===== src/rtl/elm_pkg.sv =====
// Shared state encoding and FIFO sizing for the weight fetch controller.
package elm_pkg;
    typedef enum logic [1:0] {
        IDLE  = 2'd0,
        FETCH = 2'd1,
        DRAIN = 2'd2,
        DONE  = 2'd3
    } fetch_state_t;

    localparam int FIFO_DEPTH = 2;
endpackage


===== src/rtl/pair_fifo2.sv =====
// Two-entry FIFO holding {sample, weight, last} pairs between the weight read and the MAC.
module pair_fifo2 import elm_pkg::*; #(
    parameter int W = 33
) (
    input  logic         clk,
    input  logic         rst_n,
    input  logic         push,
    input  logic         pop,
    input  logic         flush,
    input  logic [W-1:0] din,
    output logic [W-1:0] dout,
    output logic         full,
    output logic         empty,
    output logic [1:0]   count
);
    logic [W-1:0] mem [FIFO_DEPTH];
    logic         wr_ptr;
    logic         rd_ptr;
    logic         do_push;
    logic         do_pop;

    assign full    = (count == 2'(FIFO_DEPTH));
    assign empty   = (count == 2'd0);
    assign do_pop  = pop && !empty;
    assign do_push = push && (!full || do_pop);
    assign dout    = mem[rd_ptr];

    always_ff @(posedge clk or negedge rst_n) begin
        if (!rst_n) begin
            mem[0] <= '0;
            mem[1] <= '0;
            wr_ptr <= 1'b0;
            rd_ptr <= 1'b0;
            count  <= 2'd0;
        end else if (flush) begin
            wr_ptr <= 1'b0;
            rd_ptr <= 1'b0;
            count  <= 2'd0;
        end else begin
            if (do_push) begin
                mem[wr_ptr] <= din;
                wr_ptr      <= ~wr_ptr;
            end
            if (do_pop) begin
                rd_ptr <= ~rd_ptr;
            end
            case ({do_push, do_pop})
                2'b10:   count <= count + 2'd1;
                2'b01:   count <= count - 2'd1;
                default: count <= count;
            endcase
        end
    end
endmodule


===== src/rtl/weight_fetch_ctrl.sv =====
// Pairs each input sample with its weight read from memory and streams the pairs to the MAC.
//   state | meaning
//   IDLE  | waiting for start
//   FETCH | accepting samples and issuing weight reads
//   DRAIN | all reads issued, emptying the pair FIFO
//   DONE  | one-cycle completion pulse
module weight_fetch_ctrl import elm_pkg::*; #(
    parameter int numWeight    = 784,
    parameter int addressWidth = 10,
    parameter int dataWidth    = 16
) (
    input  logic                  clk,
    input  logic                  rst_n,
    input  logic                  start,
    input  logic                  clear,
    output logic                  busy,
    output logic                  done,
    input  logic                  in_valid,
    output logic                  in_ready,
    input  logic [dataWidth-1:0]  in_data,
    output logic                  mem_ren,
    output logic [addressWidth:0] mem_raddr,
    input  logic [dataWidth-1:0]  mem_rdata,
    output logic                  out_valid,
    input  logic                  out_ready,
    output logic [dataWidth-1:0]  out_x,
    output logic [dataWidth-1:0]  out_w,
    output logic                  out_last
);
    localparam int PW = 2*dataWidth + 1;
    localparam logic [addressWidth:0] NUM_W    = (addressWidth+1)'(numWeight);
    localparam logic [addressWidth:0] LAST_IDX = (addressWidth+1)'(numWeight - 1);
    localparam logic [addressWidth:0] ONE      = (addressWidth+1)'(1);

    fetch_state_t          state;
    fetch_state_t          state_nxt;
    logic [addressWidth:0] issued;
    logic                  rd_pending;
    logic                  rd_last;
    logic [dataWidth-1:0]  x_hold;
    logic                  hs;
    logic                  pop;
    logic                  fifo_push;
    logic                  fifo_full;
    logic                  fifo_empty;
    logic [1:0]            fifo_count;
    logic [2:0]            credit_used;
    logic [PW-1:0]         fifo_din;
    logic [PW-1:0]         fifo_dout;

    // A pair popped this cycle frees its slot, so a streaming consumer sees one pair per cycle.
    assign pop         = out_valid && out_ready;
    assign credit_used = {1'b0, fifo_count} + {2'b00, rd_pending} - {2'b00, pop};
    assign in_ready    = (state == FETCH) && (issued < NUM_W) && (credit_used < 3'd2);
    assign hs          = in_valid && in_ready;
    assign mem_ren     = hs;
    assign mem_raddr   = hs ? issued : '0;
    assign busy        = (state != IDLE);
    assign done        = (state == DONE);

    assign fifo_push = rd_pending && (!fifo_full || pop);
    assign fifo_din  = {x_hold, mem_rdata, rd_last};
    assign out_valid = !fifo_empty;
    assign out_x     = fifo_dout[PW-1 -: dataWidth];
    assign out_w     = fifo_dout[dataWidth:1];
    assign out_last  = out_valid && fifo_dout[0];

    always_ff @(posedge clk or negedge rst_n) begin
        if (!rst_n) begin
            state      <= IDLE;
            issued     <= '0;
            rd_pending <= 1'b0;
            rd_last    <= 1'b0;
            x_hold     <= '0;
        end else begin
            state <= state_nxt;
            if (clear || state == IDLE) begin
                issued <= '0;
            end else if (hs) begin
                issued <= issued + ONE;
            end
            rd_pending <= hs && !clear;
            if (hs) begin
                x_hold  <= in_data;
                rd_last <= (issued == LAST_IDX);
            end
        end
    end

    always_comb begin
        state_nxt = state;
        if (clear) begin
            state_nxt = IDLE;
        end else begin
            case (state)
                IDLE:    if (start) state_nxt = FETCH;
                FETCH:   if (issued == NUM_W) state_nxt = DRAIN;
                DRAIN:   if (pop && out_last) state_nxt = DONE;
                DONE:    state_nxt = IDLE;
                default: state_nxt = IDLE;
            endcase
        end
    end

    pair_fifo2 #(.W(PW)) u_fifo (
        .clk   (clk),
        .rst_n (rst_n),
        .push  (fifo_push),
        .pop   (pop),
        .flush (clear),
        .din   (fifo_din),
        .dout  (fifo_dout),
        .full  (fifo_full),
        .empty (fifo_empty),
        .count (fifo_count)
    );
endmodule


===== config.mk =====
export PLATFORM = sky130hd
export DESIGN_NAME = weight_fetch_ctrl
export DESIGN_NICKNAME = d
export VERILOG_FILES = /design/src/rtl/elm_pkg.sv /design/src/rtl/pair_fifo2.sv /design/src/rtl/weight_fetch_ctrl.sv
export SDC_FILE = /design/constraint.sdc
export NUM_CORES = 1
export LEC_CHECK = 0
export ABC_AREA = 0
export BUFFER_PORTS_ARGS = -buffer_cell sky130_fd_sc_hd__buf_2
export CORE_MARGIN = 4
export CORE_UTILIZATION = 56
export CTS_CLUSTER_SIZE = 40
export DETAILED_ROUTE_END_ITERATION = 7
export PLACE_DENSITY = 0.85
export SYNTH_ARGS = -nofsm -noshare
export SYNTH_HDL_FRONTEND = slang
export SYNTH_HIERARCHICAL = 1
export SYNTH_SLANG_ARGS = --single-unit

===== constraint.sdc =====
create_clock -name clk -period 4.46 [get_ports clk]
set_input_delay 0 -clock clk [delete_from_list [all_inputs] [get_ports clk]]
set_output_delay 0 -clock clk [all_outputs]
set_load 0.03 [all_outputs]

==> impl_metrics.tcl <==
set metrics [dict create \
    status "finished, final reports clean" \
    reg2reg_depth 10 \
    setup_viol 0 \
    netSwitchingPower_w 0.00113 \
    drtAntennaViolNets 0 \
    drc 0 \
    yosysTopAreaCell "dfrtp_1" \
    grt_usage_pct 20.5 \
    ys_top_cells_by_area "dfrtp_1 (52%), mux2_2 (16%), mux2_4 (8.9%)" \
    clock_power_share_pct 20.2 \
    start_util_pct 58.6 \
    num-fill-cells 594 \
    hold_path_class "in2reg" \
    critPathLaunchType "flop" \
    r2r-start "u_fifo/count[1]" \
    layout.cells.non_filler 616 \
    htree_levels 3 \
    grt_pass1_wl_mm 16.5 \
    portBuffers 85 \
    end_kind "primary output" \
    clk_pin_slew_ns 0.10 \
    fin_crit_sh_pct 90.1 \
    r2r-end "issued[6]" \
    numCtsBuffers 9 \
    crit_fanout 27 \
    final_cell_mix "dfrtp_1 (101), buf_2 (84), mux2_2 (70)" \
    final_common_cell "dfrtp_1" \
    die_area_sq_um 10300 \
    layout-drive-gt1-share_pct 42.1 \
    period_minus_slack_ns 4.02 \
    ys_seq_area_share_pct 51.7 \
    cp_data_arrival_time_ns 4.02 \
    synth_flop_cell "dfrtp_1" \
    cts_root_buf "clkbuf_8" \
    core-area_sq_um 8340 \
    slew_headroom_pct 54.1 \
    clk_path_buf_depth 2 \
    maxCapViolCount 0 \
    antenna_cells 0 \
    fmax_mhz 249 \
    final_nets 552 \
    rows 33 \
    ir_worst_vdd_v 0.000323 \
    setup_tns_ns 0 \
    p_leak_nw 3.04 \
    post-dp-hpwl_mm 6.49 \
    die_w_um 101 \
    cpMaxStageDelayCell "dfrtp_1" \
    drt_wl_total_mm 9.93 \
    dr_total_vias 3265 \
    hold_ws_ns 0.0798 \
    p_sw_share_pct 36.9 \
    synth_top_area_share_pct 51.7 \
    worst_ep_required_time_ns 4.46 \
    p_comb_share_pct 37.1 \
    syn_to_final_growth_pct 20.9 \
    synthArstFlopShare_pct 100 \
    antenna_found_initial 0 \
    critPathKind "reg2out" \
    ioPinCount 87 \
    via_per_inst 5.30 \
    fin_worst_skew_ns 0.0153 \
    cp_top_family "simple AND/OR/NAND/NOR gates" \
    seq_power_share_pct 42.6 \
    grt_max_degree 57 \
    worstSetupPathDepth 11 \
    worstSkewPairLatency_ns 0.37 \
    p_int_w 0.00193 \
    syn_avg_cell_area_sq_um 12.6 \
    drtIter0Drc 85 \
    die_h_um 101 \
    worstMarginPinSlew_ns 0.689 \
    cts_sinks 101 \
    synth_cell_type_count 52 \
    syn_nets 434 \
    cp_num_buf_inv 3 \
    route.detailed.wl_per_inst_um 16.1 \
    crit_path_end "mem_raddr[8]" \
    place.gp.congestion 0.819 \
    grt_pass1_vias 3378 \
    rsz0062_at_grt "false" \
    yosys_warnings 6 \
    startpoint "u_fifo/count[1]" \
    ys_ff_latch 101 \
    ff2ff_setup_slack_ns 0.77 \
    dr.pass1.iters 4 \
    netlist_instances 388 \
    power_density_nw_per_um2 517 \
    syn_area_sq_um 4890 \
    overflow 0 \
    crit_chain "nor2_1 -> nor2b_1 -> ha_1 -> nand2b_1 -> fa_1 -> and4b_1 -> o211ai_1 -> buf_4 -> inv_2 -> and2_1 -> buf_2" \
    synth_edf_count 0 \
    slew_viol_final 0 \
    slowest_delay_ns 0.59 \
    dp.cells 566 \
    cts_tree "done" \
    hold_viol_final 0 \
]
-- worst reg2reg max path, delay by kind of cell (launching register included) --
kind | cells | cell delay, ns
flops | 1 | 0.59
fa+ha+maj | 2 | 0.83
buf+inv | 1 | 0.25
simple gates | 5 | 1.55
compound gates | 2 | 0.39
-- worst min-delay path by stage --
stage / startpoint / to / slack, ns / cells after the start
after global placement: rst_n / u_fifo/mem[39] / 0.03 / 1
after CTS: start / state[0] / 0.05 / 5
final: start / state[0] / 0.08 / 5
after detailed placement: rst_n / u_fifo/mem[39] / 0.05 / 1
after floorplan: rst_n / issued[0] / -0.30 / 0
after global routing: start / state[0] / 0.07 / 5
-- what timing repair did --
| action | CTS | global route |
|---|---|---|
| resized for setup | 0 | 0 |
| hold buffers | 34 | 0 |
| buffers inserted | 0 | 0 |
| hold endpoints to repair | 99 | 0 |
-- power by group through the flow --
stage	clock (W)	combinational, W	sequential (W)
floorplan	0	0.000877	0.00127
global placement	0	0.00109	0.00130
detailed placement	0	0.00111	0.00132
CTS	0.000636	0.00114	0.00130
global route	0.000670	0.00123	0.00134
finish	0.000619	0.00114	0.00130
-- cell type report --
cell class              instances  area, sq um  share of cell area (%)
multi-input cells             256         2180                    36.9
inverters                      13         48.8                   0.825
clock buffers                   9          124                    2.09
repair buffers                125          813                    13.8
well taps                     105          131                    2.22
flip-flops and latches        101         2530                    42.7
clock inverters                 7         90.1                    1.52
-- through the flow --
stage	total power, W	util, %	instance area, sq um	worst slack (ns)
2_1_floorplan	0.00214	-	4890	1.27
3_3_place_gp	0.00238	64.3	5360	1.04
3_5_place_dp	0.00243	64.3	5360	0.819
4_1_cts	0.00308	70.9	5910	0.430
5_1_grt	0.00323	70.9	5910	0.0973
6_report	0.00306	70.9	5910	0.441
-- state kept, by name (all words and copies together) (netlist names), 2 cells and up --
| name | cells |
|---|---|
| issued | 11 |
| state | 2 |
| u_fifo/count | 2 |
| u_fifo/mem | 66 |
| x_hold | 16 |
-- per-layer routing --
metal	up-vias	GRT usage (%)	part of all wire [%]
li1	1574	-	-
met2	83	34.3	49
met5	-	0	0
met3	7	3.65	4.7
met4	0	5.21	0.88
met1	1601	27.9	46
-- Yosys cell counts (2+ instances only) --
cell type  instances
buf_4              3
o211ai_1           2
or4_1              4
or3_1              4
nand2_1           56
buf_2              5
nor3_1             2
inv_1             12
ha_1               7
mux2_2            70
nand4_1            3
nand2b_1           3
a21oi_1           11
dfrtp_1          101
o21ai_1            6
nor2_1             9
a211oi_1           2
nor2b_1            4
clkbuf_1           5
buf_12             3
o21ai_0            3
nand3_1            5
o31ai_1            3
and2_1             9
mux2_4            29
-- cell families after synthesis --
group | count (synthesis) | share of synthesized area [%]
DFF | 101 | 51.7
buffers and inverters | 31 | 3.89
other | 1 | 0.0767
xor gates and xnor gates | 3 | 0.921
and+or+nand+nor | 111 | 11.8
muxes | 100 | 25.2
adders and majority gates | 8 | 2.20
AOI/OAI and AO/OA | 33 | 4.25
Power figures use the tool's default switching activity.
